**src/rtl/alu_seq_mdu.sv**
```systemverilog
// alu_seq_mdu: registered EX-stage ALU with valid/ready handshake and a one-entry result register.
// Define ALU_SEQ_MDU_EN to compile in the iterative multiply/divide unit (MUL/DIV/REM).
module alu_seq_mdu #(
    parameter int WIDTH = 32
) (
    input  logic             iClk,
    input  logic             iRstN,
    input  logic             iValid,
    output logic             oReady,
    input  logic [WIDTH-1:0] iA,
    input  logic [WIDTH-1:0] iB,
    input  logic [5:0]       iALUFun,
    input  logic             iSign,
    output logic             oValid,
    input  logic             iReady,
    output logic [WIDTH-1:0] oS,
    output logic             oZ,
    output logic             oV,
    output logic             oN,
    output logic             oBusy
);
    localparam int SHW = $clog2(WIDTH);
    localparam int MSB = WIDTH - 1;

    localparam logic [5:0] OP_ADD = 6'b000000;
    localparam logic [5:0] OP_SUB = 6'b000001;
    localparam logic [5:0] OP_AND = 6'b011000;
    localparam logic [5:0] OP_OR  = 6'b011110;
    localparam logic [5:0] OP_XOR = 6'b010110;
    localparam logic [5:0] OP_NOR = 6'b010001;
    localparam logic [5:0] OP_A   = 6'b011010;
    localparam logic [5:0] OP_SLL = 6'b100000;
    localparam logic [5:0] OP_SRL = 6'b100001;
    localparam logic [5:0] OP_SRA = 6'b100011;
    localparam logic [5:0] OP_EQ  = 6'b110011;
    localparam logic [5:0] OP_NEQ = 6'b110001;
    localparam logic [5:0] OP_LT  = 6'b110101;
    localparam logic [5:0] OP_LEZ = 6'b111101;
    localparam logic [5:0] OP_GEZ = 6'b111001;
    localparam logic [5:0] OP_GTZ = 6'b111111;
`ifdef ALU_SEQ_MDU_EN
    localparam logic [5:0] OP_MUL = 6'b001000;
    localparam logic [5:0] OP_DIV = 6'b001001;
    localparam logic [5:0] OP_REM = 6'b001011;
    localparam logic [WIDTH-1:0] MIN_VAL = {1'b1, {(WIDTH-1){1'b0}}};
`endif

    logic [SHW-1:0]   sh;
    logic [WIDTH:0]   addFull;
    logic [WIDTH:0]   subFull;
    logic [WIDTH-1:0] aluS;
    logic             aluV;
    logic             aluN;
    logic             cond;
    logic             isMdu;
    logic             accept;

    logic [WIDTH-1:0] mduS;
    logic             mduV;
    logic             mduWrite;

    logic             validReg;
    logic [WIDTH-1:0] sReg;
    logic             zReg;
    logic             vReg;
    logic             nReg;

    assign sh      = iA[SHW-1:0];
    assign addFull = {1'b0, iA} + {1'b0, iB};
    assign subFull = {1'b0, iA} - {1'b0, iB};
    assign accept  = iValid && oReady;

    // Single-cycle result path; anything not decoded falls into the illegal-code result.
    always_comb begin
        aluS  = '0;
        aluV  = 1'b0;
        aluN  = 1'b0;
        cond  = 1'b0;
        isMdu = 1'b0;
        case (iALUFun)
            OP_ADD: begin
                aluS = addFull[MSB:0];
                if (iSign) begin
                    aluV = (iA[MSB] == iB[MSB]) && (addFull[MSB] != iA[MSB]);
                    aluN = addFull[MSB] ^ aluV;
                end else begin
                    aluV = addFull[WIDTH];
                end
            end
            OP_SUB: begin
                aluS = subFull[MSB:0];
                if (iSign) begin
                    aluV = (iA[MSB] != iB[MSB]) && (subFull[MSB] != iA[MSB]);
                    aluN = subFull[MSB] ^ aluV;
                end else begin
                    aluV = subFull[WIDTH];
                    aluN = subFull[WIDTH];
                end
            end
            OP_AND: aluS = iA & iB;
            OP_OR:  aluS = iA | iB;
            OP_XOR: aluS = iA ^ iB;
            OP_NOR: aluS = ~(iA | iB);
            OP_A:   aluS = iA;
            OP_SLL: aluS = iB << sh;
            OP_SRL: aluS = iB >> sh;
            OP_SRA: aluS = $signed(iB) >>> sh;
            OP_EQ: begin
                cond = (iA == iB);
                aluS = {{(WIDTH-1){1'b0}}, cond};
            end
            OP_NEQ: begin
                cond = (iA != iB);
                aluS = {{(WIDTH-1){1'b0}}, cond};
            end
            OP_LT: begin
                cond = iSign ? ($signed(iA) < $signed(iB)) : (iA < iB);
                aluS = {{(WIDTH-1){1'b0}}, cond};
            end
            OP_LEZ: begin
                cond = iA[MSB] || (iA == '0);
                aluS = {{(WIDTH-1){1'b0}}, cond};
            end
            OP_GEZ: begin
                cond = !iA[MSB];
                aluS = {{(WIDTH-1){1'b0}}, cond};
            end
            OP_GTZ: begin
                cond = !iA[MSB] && (iA != '0);
                aluS = {{(WIDTH-1){1'b0}}, cond};
            end
`ifdef ALU_SEQ_MDU_EN
            OP_MUL, OP_DIV, OP_REM: isMdu = 1'b1;
`endif
            default: aluV = 1'b1;
        endcase
    end

`ifdef ALU_SEQ_MDU_EN
    typedef enum logic [1:0] {IDLE, RUN, FIX} stateT;

    stateT            state;
    stateT            stateNext;
    logic [SHW-1:0]   cnt;
    logic [WIDTH-1:0] accHi;
    logic [WIDTH-1:0] accLo;
    logic [WIDTH-1:0] opnd;
    logic [WIDTH-1:0] origA;
    logic [1:0]       mduOp;
    logic             signFlag;
    logic             negFlag;
    logic             divZero;
    logic             divOvf;
    logic [WIDTH-1:0] aMag;
    logic [WIDTH-1:0] bMag;
    logic [WIDTH:0]   mulSum;
    logic [WIDTH:0]   divShift;
    logic [WIDTH:0]   divDiff;
    logic             divFits;
    logic             mduStart;
    logic [2*WIDTH-1:0] prodSigned;

    assign aMag     = (iSign && iA[MSB]) ? -iA : iA;
    assign bMag     = (iSign && iB[MSB]) ? -iB : iB;
    assign mduStart = accept && isMdu;
    assign mduWrite = (state == FIX);
    assign oBusy    = (state != IDLE);
    assign oReady   = iRstN && (state == IDLE) && (!validReg || iReady);

    // accHi:accLo is the product for MUL, and remainder:dividend/quotient for DIV/REM.
    assign mulSum   = {1'b0, accHi} + (accLo[0] ? {1'b0, opnd} : '0);
    assign divShift = {accHi, accLo[MSB]};
    assign divFits  = (divShift >= {1'b0, opnd});
    assign divDiff  = divShift - {1'b0, opnd};

    always_ff @(posedge iClk or negedge iRstN) begin
        if (!iRstN) begin
            state <= IDLE;
        end else begin
            state <= stateNext;
        end
    end

    always_comb begin
        stateNext = state;
        case (state)
            IDLE:    if (mduStart) stateNext = RUN;
            RUN:     if (cnt == '0) stateNext = FIX;
            FIX:     stateNext = IDLE;
            default: stateNext = IDLE;
        endcase
    end

    always_ff @(posedge iClk or negedge iRstN) begin
        if (!iRstN) begin
            cnt      <= '0;
            accHi    <= '0;
            accLo    <= '0;
            opnd     <= '0;
            origA    <= '0;
            mduOp    <= '0;
            signFlag <= 1'b0;
            negFlag  <= 1'b0;
            divZero  <= 1'b0;
            divOvf   <= 1'b0;
        end else if (mduStart) begin
            cnt      <= SHW'(WIDTH - 1);
            accHi    <= '0;
            accLo    <= (iALUFun == OP_MUL) ? bMag : aMag;
            opnd     <= (iALUFun == OP_MUL) ? aMag : bMag;
            origA    <= iA;
            mduOp    <= iALUFun[1:0];
            signFlag <= iSign;
            // Remainder follows the dividend's sign; product and quotient follow the sign XOR.
            negFlag  <= iSign && ((iALUFun == OP_REM) ? iA[MSB] : (iA[MSB] ^ iB[MSB]));
            divZero  <= (iB == '0);
            divOvf   <= iSign && (iA == MIN_VAL) && (iB == '1);
        end else if (state == RUN) begin
            cnt <= cnt - SHW'(1);
            if (mduOp == 2'b00) begin
                accHi <= mulSum[WIDTH:1];
                accLo <= {mulSum[0], accLo[MSB:1]};
            end else if (divFits) begin
                accHi <= divDiff[MSB:0];
                accLo <= {accLo[MSB-1:0], 1'b1};
            end else begin
                accHi <= divShift[MSB:0];
                accLo <= {accLo[MSB-1:0], 1'b0};
            end
        end
    end

    always_comb begin
        prodSigned = negFlag ? -{accHi, accLo} : {accHi, accLo};
        mduS       = '0;
        mduV       = 1'b0;
        case (mduOp)
            2'b00: begin
                mduS = prodSigned[MSB:0];
                mduV = signFlag ? (prodSigned[2*WIDTH-1:WIDTH] != {WIDTH{prodSigned[MSB]}})
                                : (accHi != '0);
            end
            2'b01: begin
                if (divZero) begin
                    mduS = '1;
                    mduV = 1'b1;
                end else begin
                    mduS = negFlag ? -accLo : accLo;
                    mduV = divOvf;
                end
            end
            default: begin
                if (divZero) begin
                    mduS = origA;
                    mduV = 1'b1;
                end else if (divOvf) begin
                    mduS = '0;
                    mduV = 1'b1;
                end else begin
                    mduS = negFlag ? -accHi : accHi;
                end
            end
        endcase
    end
`else
    assign oBusy    = 1'b0;
    assign oReady   = iRstN && (!validReg || iReady);
    assign mduWrite = 1'b0;
    assign mduS     = '0;
    assign mduV     = 1'b0;
`endif

    // Output register: an MDU write never collides with an accept, since accept requires IDLE.
    always_ff @(posedge iClk or negedge iRstN) begin
        if (!iRstN) begin
            validReg <= 1'b0;
            sReg     <= '0;
            zReg     <= 1'b1;
            vReg     <= 1'b0;
            nReg     <= 1'b0;
        end else if (mduWrite) begin
            validReg <= 1'b1;
            sReg     <= mduS;
            zReg     <= (mduS == '0);
            vReg     <= mduV;
            nReg     <= 1'b0;
        end else if (accept && !isMdu) begin
            validReg <= 1'b1;
            sReg     <= aluS;
            zReg     <= (aluS == '0);
            vReg     <= aluV;
            nReg     <= aluN;
        end else if (validReg && iReady) begin
            validReg <= 1'b0;
        end
    end

    assign oValid = validReg;
    assign oS     = sReg;
    assign oZ     = zReg;
    assign oV     = vReg;
    assign oN     = nReg;

endmodule

```
**config.mk**
```make
export PLATFORM = sky130hd
export DESIGN_NAME = alu_seq_mdu
export DESIGN_NICKNAME = d
export VERILOG_FILES = /design/src/rtl/alu_seq_mdu.sv
export SDC_FILE = /design/constraint.sdc
export NUM_CORES = 1
export LEC_CHECK = 0
export ABC_AREA = 1
export ABC_CLOCK_PERIOD_IN_PS = 4150
export BUFFER_PORTS_ARGS = -buffer_cell sky130_fd_sc_hd__buf_2
export CAP_MARGIN = 20
export CORE_MARGIN = 1
export CORE_UTILIZATION = 68
export DETAILED_ROUTE_END_ITERATION = 6
export PLACE_DENSITY = 0.95
export SLEW_MARGIN = 10
export SYNTH_ARGS = -nofsm -noshare
export SYNTH_HDL_FRONTEND = slang
export SYNTH_SLANG_ARGS = --single-unit
```
**constraint.sdc**
```tcl
create_clock -name iClk -period 4.15 [get_ports iClk]
set_clock_uncertainty 0.15 [all_clocks]
set_input_delay 0.6225 -clock iClk [delete_from_list [all_inputs] [get_ports iClk]]
set_output_delay 0.6225 -clock iClk [all_outputs]
set_load 0.01 [all_outputs]
```
==> impl_metrics.yaml, run 1 <==
outcome:
  outcome: "did not finish"
  halt_point_of_the_flow: "global routing (5_1_grt)"
  run.stop_error: "[ERROR GRT-0116] Global routing finished with congestion. Check the congestion regions in the DRC Viewer."
yosys:
  proportion_of_synthesized_flip_flops_having_asynchronous_set_or_reset: 1.000
  total_nets_after_synthesis: 2614
  syn-cell-area_um2: 12390
  avgSynthCellArea_um2: 5.087
  synth_largest_type_area_fraction: 0.2558
  synth_sequential_area_ratio: 0.07283
  yosys_most_used_dff: "dfrtp_1"
  synth_edf_count: 0
  syn_inst: 2435
  synth.distinct_cells: 47
  yosys-top-cells-area: "nand2_1 26%, nand3_1 19%, ha_1 10%, inv_1 8.3%, dfrtp_1 7.1%"
  post-synth-top-area-cell: "nand2_1"
  ys_ff_latch: 36
  yosysWarnings: 0
floorplanning:
  num_io_pins: 113
  row_count: 48
  die_width_um: 137.0
  die_h_um: 137.0
  effective_utilization_at_floorplan: 0.7063
placement:
  hpwlAfterDp_um: 44090
  routabilityCongestion: 1.322
  place.port_buffers: 111
  dp_cells: 2718
clock_network:
  root_buffer: "clkbuf_16"
  cts.htree.levels: 2
  numCtsBuffers: 5
  cts-root-to-sink-buffers: 2
  cts_resized: 0
  cts_hold_buffers: 0
  post_cts_buffers: 0
  cts_num_sinks: 36
global_routing:
  number_of_global_route_vias_before_repair: 18080
  pin_count_of_the_biggest_net_entering_global_routing: 63
  grt_overflow: 43
  global_route_wire_length_before_repair_um: 93540
  grt_usage: 0.6543
## Yosys cell counts (13+ instances only)
library cell    n
o21ai_1        15
nand3_1       476
nand2_1       844
buf_6          14
inv_1         274
o21ai_0        78
dfrtp_1        35
a21oi_1        92
nor2_1        233
o211ai_1       13
nor3_1         21
ha_1          101
nand4_1        35
clkbuf_1       18
nand2_2        15
buf_4          14
buf_2          52
## routing by layer
| layer | track usage | overflow |
|---|---|---|
| met4 | 0.5995 | 23 |
| met2 | 0.8120 | 20 |
| met3 | 0.5052 | 0 |
| met1 | 0.6782 | 0 |
| met5 | 0.1639 | 0 |
## through the flow
step,worst slack [ps],instance area (µm²)
CTS,273.6,13160
global placement,165.5,13010
detailed placement,22.26,13010
floorplan,134.9,12390
## cells by family after synthesis
group	synth area share
compound gates	0.1037
xor+xnor	0.0007072
fa+ha+maj	0.1069
buf+inv	0.1384
flops	0.07283
other cells	0.0003027
simple gates	0.5772
==> inputs of run 2 (changes only) <==
--- a/config.mk
+++ b/config.mk
@@ -10,9 +10,9 @@
 export BUFFER_PORTS_ARGS = -buffer_cell sky130_fd_sc_hd__buf_2
 export CAP_MARGIN = 20
 export CORE_MARGIN = 1
-export CORE_UTILIZATION = 68
+export CORE_UTILIZATION = 40
 export DETAILED_ROUTE_END_ITERATION = 6
-export PLACE_DENSITY = 0.95
+export PLACE_DENSITY_LB_ADDON = 0.15
 export SLEW_MARGIN = 10
 export SYNTH_ARGS = -nofsm -noshare
 export SYNTH_HDL_FRONTEND = slang
==> run 2 against run 1 <==
Synthesized cell count stayed put. The run now ends clean. Synthesized area did not move.
==> impl_metrics.yaml, run 2 <==
min_path:
  worstHoldPathType: "register to register"
  holdPathStages: 2
  hp_start: "oZ"
timing:
  post-route-period-util: 0.9213
  setup_tns_ps: 0
  finalMaxSlewViolations: 0
  worst_pin_slew_ps: 866.1
  rsz_0062_raised_after_global_routing: "false"
  hold_viol_final: 0
  finalWorstPathRequiredPeriod_ps: 3823
  timing.max_slew.rel_slack: 0.4181
  total_setup_violations_reported_at_the_end_of_the_flow: 0
  timing.hold.ws_ps: 321.7
  clock.fmax_mhz: 261.5
outcome:
  outcome: "finished, final reports clean"
finish:
  number_of_inserted_filler_cells_in_the_final_layout: 3562
  layout.core_utilization: 0.4548
  area_taken_by_multi_input_logic_gates_um2: 9776
  finish.net_count: 2745
  largest_reg_flops: 32
  final_layout_size_suffix_gt1_frac: 0.1157
  layoutNonFillerInstCount: 2964
  most-common-layout-cells: "843 x nand2_1, 476 x nand3_1, 274 x inv_1"
  most_common_cell_after_layout_fill_and_taps_aside: "nand2_1"
  layout.cell_area.non_filler_um2: 13880
  final-seq-area_um2: 902.1
  flow.area_growth_from_synthesis_pct: 12.02
clock_network:
  worst_skew_pair_later_pin_latency_ps: 280
  numCtsBuffers: 5
  root_buffer: "clkbuf_16"
  cts-root-to-sink-buffers: 2
  cts.htree.levels: 2
  tritoncts_clock_tree: "built"
  cts_num_sinks: 36
  cts.clk_slew.worst_paths_ps: 60
  post_cts_buffers: 0
yosys:
  synth.top_cells.by_count: "844 x nand2_1, 476 x nand3_1, 274 x inv_1"
  synth_edf_count: 0
  syn-cell-area_um2: 12390
  synth_sequential_area_ratio: 0.07283
  ys_ff_latch: 36
  post-synth-top-area-cell: "nand2_1"
  yosys-top-cells-area: "nand2_1 26%, nand3_1 19%, ha_1 10%, inv_1 8.3%, dfrtp_1 7.1%"
  syn_inst: 2435
  yosysWarnings: 0
  synth.most_common_cell: "nand2_1"
  avgSynthCellArea_um2: 5.087
  proportion_of_synthesized_flip_flops_having_asynchronous_set_or_reset: 1.000
  yosys_most_used_dff: "dfrtp_1"
  total_nets_after_synthesis: 2614
  synth.distinct_cells: 47
  synth_largest_type_area_fraction: 0.2558
placement:
  dp_cells: 2955
  routabilityCongestion: 1.084
  place.port_buffers: 111
  hpwlAfterDp_um: 59080
  dpl-instance-area_um2: 13720
pwr:
  p_leak_nw: 7.893
  powerDensity_nw_per_um2: 177.3
  vdd.ir_drop.worst_mv: 0.1410
worst_setup_path:
  worstSetupPathType: "input pin to register"
  endpoint_type_of_the_worst_setup_path: "register"
  worstPathRequired_ps: 4230
  critical_path.slowest_cell: "fa_1"
  arrival_ps: 3910
  setup.worst_path.start: "iB[3]"
  setup.worst_path.start_class: "input pin"
  timing.critical_path.fanout_max: 5
  biggest_cell_delay_along_the_critical_path_ps: 520
  cp_common_cell: "nand2_1"
  count_of_cells_along_the_worst_register_to_register_path: 7
  worstReg2RegStart: "oValid"
route:
  detail_route.drc_violations: 0
  routed_wire_length_per_instance_um: 23.71
  routed_via_density: 5.909
  total_wire_length_after_detailed_routing_um: 70280
  first_pass_iters: 6
  final_antenna_violating_net_count: 0
  route.vias.total: 17510
  initialDrtViolationCount: 2571
floorplanning:
  fp.coreArea_um2: 30510
  num_io_pins: 113
  effective_utilization_at_floorplan: 0.4060
  die_width_um: 178.0
  dieArea_um2: 31680
  die_h_um: 178.0
  row_count: 64
global_routing:
  grt_overflow: 0
  antenna_found_initial: 3
  global_route_wire_length_before_repair_um: 101700
  pin_count_of_the_biggest_net_entering_global_routing: 61
  grt_usage: 0.4409
  number_of_global_route_vias_before_repair: 15730
flow_run:
  drv_cap: 0
==> run 2: path summary, 6_finish.rpt <==
kind | to | slack, ps
worst min register to register | oZ | 320
worst max-delay path | oZ | 330
worst max register to register | oN | 2180
max in group asynchronous | oZ | 3170
worst min-delay path | oZ | 320
min in group asynchronous | oS[28] | 330
==> run 2: final cells by class <==
cell class                 instances  share of cell area
antenna                            1           0.0001803
clock buffer                       8             0.01055
inverter                         287             0.07800
multi-input combinational       2003              0.7045
sequential                        36             0.06501
tap                              396             0.03571
timing repair buffer             233              0.1060
==> run 2: per-stage QoR <==
| step | setup slack, ps | total power, mW |
|---|---|---|
| 3_5_place_dp | 83.73 | 1.999 |
| 5_1_grt | 6.545 | 2.618 |
| 2_1_floorplan | 134.9 | 1.364 |
| 6_report | 326.6 | 2.461 |
| 4_1_cts | 377.7 | 2.396 |
| 3_3_place_gp | 101.3 | 1.993 |
==> run 2: timing repair <==
action                                  4_1_cts  5_1_grt
hold buffers                                  0        0
gates resized for setup                       0        1
endpoints found under the setup margin        0        1
==> run 2: power breakdown <==
group | internal [mW] | switching [mW] | leakage [nW] | total (mW)
Combinational | 0.506 | 1.16 | 7.35 | 1.66
Clock | 0.240 | 0.151 | 0.0712 | 0.391
Sequential | 0.388 | 0.0197 | 0.476 | 0.408
Total | 1.13 | 1.33 | 7.89 | 2.46
==> run 2: metal layers <==
metal	wire, µm	GRT usage	up-vias	part of all wire
met1	29600	0.6173	8188	0.42
met2	29900	0.6754	1077	0.43
met4	2908	0.1556	4	0.041
li1	-	-	8108	-
met3	7833	0.07118	136	0.11
met5	31	0	-	0.00044
==> run 2: cell families after synthesis <==
logic type	count (synthesis)	synth area share
buffers and inverters	396	0.1384
DFF	36	0.07283
AOI/OAI and AO/OA	234	0.1037
and+or+nand+nor	1663	0.5772
adders and majority gates	104	0.1069
other	1	0.0003027
xor gates and xnor gates	1	0.0007072
==> run 2: worst max-delay path: cells and delay by family <==
kind,cells,cell delay [ps]
simple gates,18,1910
fa+ha+maj,2,830
buf+inv,4,340
compound gates,2,210
No activity file was read; power rests on OpenSTA's default activity.
==> inputs of run 3 (changes only) <==
--- a/config.mk
+++ b/config.mk
@@ -12,6 +12,7 @@
 export CORE_MARGIN = 1
 export CORE_UTILIZATION = 40
 export DETAILED_ROUTE_END_ITERATION = 6
+export MAX_ROUTING_LAYER = met4
 export PLACE_DENSITY_LB_ADDON = 0.15
 export SLEW_MARGIN = 10
 export SYNTH_ARGS = -nofsm -noshare
==> run 3 against run 2 <==
The run now ends with design-rule violations left. Via count hardly changed. Largest power group unchanged. Wire length shrank 0.58%. Global-route usage rose by 0.89 points.
==> impl_metrics.yaml, run 3 (same netlist as run 2, synthesis figures left out) <==
outcome:
  outcome: "finished, violations left"
  violations: "design-rule violations"
worst_setup_path:
  timing.critical_path.fanout_max: 4
  crit-reg2reg-capture: "oN"
  biggest_cell_delay_along_the_critical_path_ps: 530
  critical_path.slowest_cell: "fa_1"
  worstPathBufferInverterCount: 4
  worst-path-stages: 26
  cell_family_with_most_cp_delay: "simple AND/OR/NAND/NOR gates"
  arrival_ps: 3910
  worstReg2RegStart: "oValid"
  endpoint_type_of_the_worst_setup_path: "register"
  worstPathRequired_ps: 4230
  cp_common_cell: "nand2_1"
  worstSetupPathType: "input pin to register"
  count_of_cells_along_the_worst_register_to_register_path: 7
  r2r_slack_ps: 2270
  setup.worst_path.start_class: "input pin"
finish:
  layout.core_utilization: 0.4543
  flow.area_growth_from_synthesis_pct: 11.90
  finish.net_count: 2738
  final_layout_size_suffix_gt1_frac: 0.1145
  layout.cell_area.non_filler_um2: 13860
  largest_reg_flops: 32
  layoutNonFillerInstCount: 2961
  most_common_cell_after_layout_fill_and_taps_aside: "nand2_1"
  most-common-layout-cells: "843 x nand2_1, 476 x nand3_1, 274 x inv_1"
timing:
  setup_tns_ps: 0
  final.setup.worst_slack_ps: 317.5
  finalWorstPathRequiredPeriod_ps: 3833
  timing.hold.ws_ps: 324.1
  hold_viol_final: 0
  rsz_0062_raised_after_global_routing: "false"
  total_setup_violations_reported_at_the_end_of_the_flow: 0
  timing.max_slew.rel_slack: 0.3717
  clock.fmax_mhz: 260.9
  post-route-period-util: 0.9235
  worst_pin_slew_ps: 935.2
  finalMaxSlewViolations: 0
pwr:
  p_leak_nw: 7.870
  vdd.ir_drop.worst_mv: 0.1507
  power_mw: 2.487
  p_int_mw: 1.171
  seqPwrFrac: 0.164
  power.share.switching: 0.5291
  powerDensity_nw_per_um2: 179.4
  clock_power_share: 0.173
  power_frac_comb: 0.663
  power.net_switching_mw: 1.316
global_routing:
  grt_overflow: 0
  antenna_found_initial: 5
  global_route_wire_length_before_repair_um: 101000
  grt_usage: 0.4499
  number_of_global_route_vias_before_repair: 15920
  pin_count_of_the_biggest_net_entering_global_routing: 61
clock_network:
  cts_hold_buffers: 0
  tritoncts_clock_tree: "built"
  numCtsBuffers: 5
  cts.clk_slew.worst_paths_ps: 60
  root_buffer: "clkbuf_16"
  cts-root-to-sink-buffers: 2
  worst_skew_pair_later_pin_latency_ps: 290
  cts_num_sinks: 36
  cts.htree.levels: 2
min_path:
  worstHoldPathType: "input pin to asynchronous set/reset pin"
route:
  routed_wire_length_per_instance_um: 23.60
  route.vias.total: 17530
  initialDrtViolationCount: 2542
  total_wire_length_after_detailed_routing_um: 69870
  routed_via_density: 5.919
  first_pass_iters: 7
  final_antenna_violating_net_count: 0
  detail_route.drc_violations: 5
placement:
  dp_cells: 2948
  dpl-instance-area_um2: 13670
  hpwlAfterDp_um: 58840
  place.port_buffers: 111
  routabilityCongestion: 1.106
  pre_cts_setup_slack_ps: 5.018
floorplanning:
  fp.coreArea_um2: 30510
  num_io_pins: 113
  die_h_um: 178.0
  die_width_um: 178.0
  effective_utilization_at_floorplan: 0.4060
  row_count: 64
  dieArea_um2: 31680
flow_run:
  drv_cap: 0
==> run 3: changes by cell type in the layout (fill, tap and decap cells not counted) <==
cell       previous run  this run
diode_2               1         5
buf_4               122       115
clkbuf_1              2         1
nor2_1              232       230
clkbuf_8              1         0
clkinv_2              0         1
bufinv_16             0         1
nand2_2              16        15
nand2_4               1         2
nor2_2                9        11
==> run 3: final cells by class <==
cell class                      instances  area, µm²
Antenna cell                            5      12.51
Clock buffer                            6      128.9
Tap cell                              396      495.5
Fill cell                            3494      16650
Sequential cell                        36      902.1
Multi-Input combinational cell       2003       9786
Clock inverter                          2      35.03
Timing Repair Buffer                  226       1419
Inverter                              287       1082
==> run 3: routing by layer <==
metal | part of all wire | vias up | routed length [µm] | track usage
met2 | 0.42 | 1121 | 29350 | 0.6553
met3 | 0.11 | 162 | 7928 | 0.08824
li1 | - | 8108 | - | -
met1 | 0.41 | 8135 | 28930 | 0.5965
met5 | 0 | - | 0 | -
met4 | 0.052 | 0 | 3661 | 0.1991
==> run 3: worst max-delay path by stage <==
stage	startpoint	end	slack (ps)
detailed placement	iA[2]	oZ	5
floorplan	iA[4]	oZ	130
CTS	iA[2]	oZ	280
finish	iA[2]	oZ	320
global route	iA[2]	oZ	20
global placement	iA[2]	oZ	70
==> run 3: power by group through the flow <==
| stage | sequential (mW) | combinational (mW) | clock [mW] |
|---|---|---|---|
| final | 0.408 | 1.65 | 0.431 |
| after global routing | 0.413 | 1.78 | 0.450 |
| after CTS | 0.408 | 1.58 | 0.433 |
| after detailed placement | 0.413 | 1.57 | 0 |
| after global placement | 0.412 | 1.57 | 0 |
| after floorplan | 0.431 | 0.933 | 0 |
==> run 3: timing repair <==
item | CTS | global route
endpoints found under the setup margin | 0 | 2
resized for setup | 0 | 4
buffers inserted | 0 | 0
==> run 3: worst reg2reg max path: stages, from the launching register on <==
cell     delay, ps
dfrtp_1        370
inv_1           70
o21a_1         120
nand2_1        190
inv_1          560
nand3_1        150
o21ai_0        100
inv_1           60
==> inputs of run 4 (changes only) <==
--- a/config.mk
+++ b/config.mk
@@ -13,7 +13,7 @@
 export CORE_UTILIZATION = 40
 export DETAILED_ROUTE_END_ITERATION = 6
 export MAX_ROUTING_LAYER = met4
-export PLACE_DENSITY_LB_ADDON = 0.15
+export PLACE_DENSITY = 0.57
 export SLEW_MARGIN = 10
 export SYNTH_ARGS = -nofsm -noshare
 export SYNTH_HDL_FRONTEND = slang
==> run 4 against run 3 <==
The run now ends clean. Setup slack better by 39 ps. Final cell count hardly changed. Register-to-register slack got worse by 30 ps. Sequential cell count unchanged. Critical path depth unchanged. Worst hold slack better by 3.0 ps. Sequential share of layout area barely moved. Clock-buffer cell count up 1. Via count is 0.50% lower. Combinational power barely moved.
==> impl_metrics.yaml, run 4 (same netlist as run 2, synthesis figures left out) <==
worst_setup_path:
  arrival_ps: 3880
  cp_common_cell: "nand2_1"
  timing.critical_path.fanout_max: 4
  worstSetupPathType: "input pin to register"
  worst-path-stages: 26
  r2r_slack_ps: 2240
  worstPathBufferInverterCount: 4
  biggest_cell_delay_along_the_critical_path_ps: 510
  endpoint_type_of_the_worst_setup_path: "register"
  setup.worst_path.start_class: "input pin"
  worstReg2RegStart: "oValid"
  crit-reg2reg-capture: "oN"
  cell_family_with_most_cp_delay: "simple AND/OR/NAND/NOR gates"
  count_of_cells_along_the_worst_register_to_register_path: 7
  worstPathRequired_ps: 4230
  critical_path.slowest_cell: "fa_1"
pwr:
  p_leak_nw: 7.871
  powerDensity_nw_per_um2: 177.5
  vdd.ir_drop.worst_mv: 0.1754
  power_mw: 2.459
outcome:
  outcome: "finished, final reports clean"
route:
  total_wire_length_after_detailed_routing_um: 69920
  routed_via_density: 5.891
  route.met3.wl_um: 8196
  initialDrtViolationCount: 2574
  wirelength_met1_um: 28820
  highest_routed_metal_layer: "met4"
  met2_length_um: 29440
  detail_route.drc_violations: 0
  routed_wire_length_per_instance_um: 23.62
  final_antenna_violating_net_count: 0
  route.vias.total: 17440
  first_pass_iters: 6
clock_network:
  cts_num_sinks: 36
  cts.clk_slew.worst_paths_ps: 50
  numCtsBuffers: 5
  post_cts_buffers: 0
  cts.htree.levels: 2
  root_buffer: "clkbuf_16"
  cts-root-to-sink-buffers: 2
  tritoncts_clock_tree: "built"
  cts_hold_buffers: 0
  worst_skew_pair_later_pin_latency_ps: 290
  cts_resized: 0
global_routing:
  antenna_found_initial: 4
  grt_usage: 0.4500
  number_of_global_route_vias_before_repair: 15700
  pin_count_of_the_biggest_net_entering_global_routing: 61
  grt_overflow: 0
  global_route_wire_length_before_repair_um: 100500
placement:
  routabilityCongestion: 1.070
  dp_cells: 2949
  hpwlAfterDp_um: 58720
  place.port_buffers: 111
floorplanning:
  num_io_pins: 113
  row_count: 64
  die_width_um: 178.0
  die_h_um: 178.0
  effective_utilization_at_floorplan: 0.4060
  dieArea_um2: 31680
  fp.coreArea_um2: 30510
min_path:
  worstHoldPathType: "register to register"
  holdPathStages: 2
  hp_start: "oZ"
  min_delay_endpoint: "oZ"
finish:
  final_layout_size_suffix_gt1_frac: 0.1141
  final-seq-area_um2: 902.1
  finish.net_count: 2739
  largest_reg_flops: 32
  layoutNonFillerInstCount: 2960
  most_common_cell_after_layout_fill_and_taps_aside: "nand2_1"
  area_taken_by_multi_input_logic_gates_um2: 9776
  most-common-layout-cells: "844 x nand2_1, 476 x nand3_1, 274 x inv_1"
  number_of_inserted_filler_cells_in_the_final_layout: 3493
  flow.area_growth_from_synthesis_pct: 11.87
timing:
  finalWorstPathRequiredPeriod_ps: 3793
  worst_pin_slew_ps: 1045
  setup_tns_ps: 0
  clock.fmax_mhz: 263.6
  rsz_0062_raised_after_global_routing: "false"
  total_setup_violations_reported_at_the_end_of_the_flow: 0
  hold_viol_final: 0
  timing.max_slew.rel_slack: 0.3008
  post-route-period-util: 0.9141
  finalMaxSlewViolations: 0
flow_run:
  drv_cap: 0
-- run 4: cell count changes in the layout (fill, tap and decap cells not counted) --
cell / change
diode_2: -1
nand2_1: +1
bufinv_16: -1
nor2_2: -1
buf_12: +1
nand2_4: -1
clkinv_2: -1
nor2_1: +1
clkbuf_1: -1
clkbuf_8: +2
-- run 4: worst max path at each step --
| stage | startpoint | slack, ps | end |
|---|---|---|---|
| after floorplan | iA[4] | 130 | oZ |
| after global placement | iB[4] | 100 | oZ |
| after detailed placement | iA[2] | 100 | oZ |
| after CTS | iA[2] | 410 | oZ |
| after global routing | iA[2] | 10 | oZ |
| final | iA[2] | 360 | oZ |
-- run 4: worst min-delay path, delay by kind of cell (launching register included) --
family	cells	cell delay (ps)
simple gates	2	110
flops	1	370
-- run 4: area by class of cell --
cell class,count,share of cell area
sequential,36,0.06510
antenna,4,0.0007223
inverter,287,0.07810
multi-input combinational,2003,0.7055
timing repair buffer,227,0.1038
tap,396,0.03576
clock buffer,7,0.01102
-- run 4: power by group --
group | switching [mW] | internal [mW] | leakage [nW] | total, mW
registers | 0.0197 | 0.388 | 0.476 | 0.408
clock network | 0.146 | 0.252 | 0.0760 | 0.398
logic | 1.15 | 0.503 | 7.32 | 1.65
-- run 4: layer usage --
metal | global-route usage | up-vias
met5 | - | -
met2 | 0.6577 | 1089
li1 | - | 8107
met1 | 0.5975 | 8098
met3 | 0.08738 | 144
met4 | 0.1937 | 0
-- run 4: through the flow --
stage	hold slack, ps	instance area, µm²	util	worst slack, ps
3_5_place_dp	315.1	13690	0.4488	103.4
4_1_cts	325.8	13840	0.4538	407.1
6_report	327.0	13860	0.4542	356.6
2_1_floorplan	176.9	12390	-	134.9
5_1_grt	352.2	13860	0.4542	9.612
3_3_place_gp	311.2	13690	0.4488	99.74
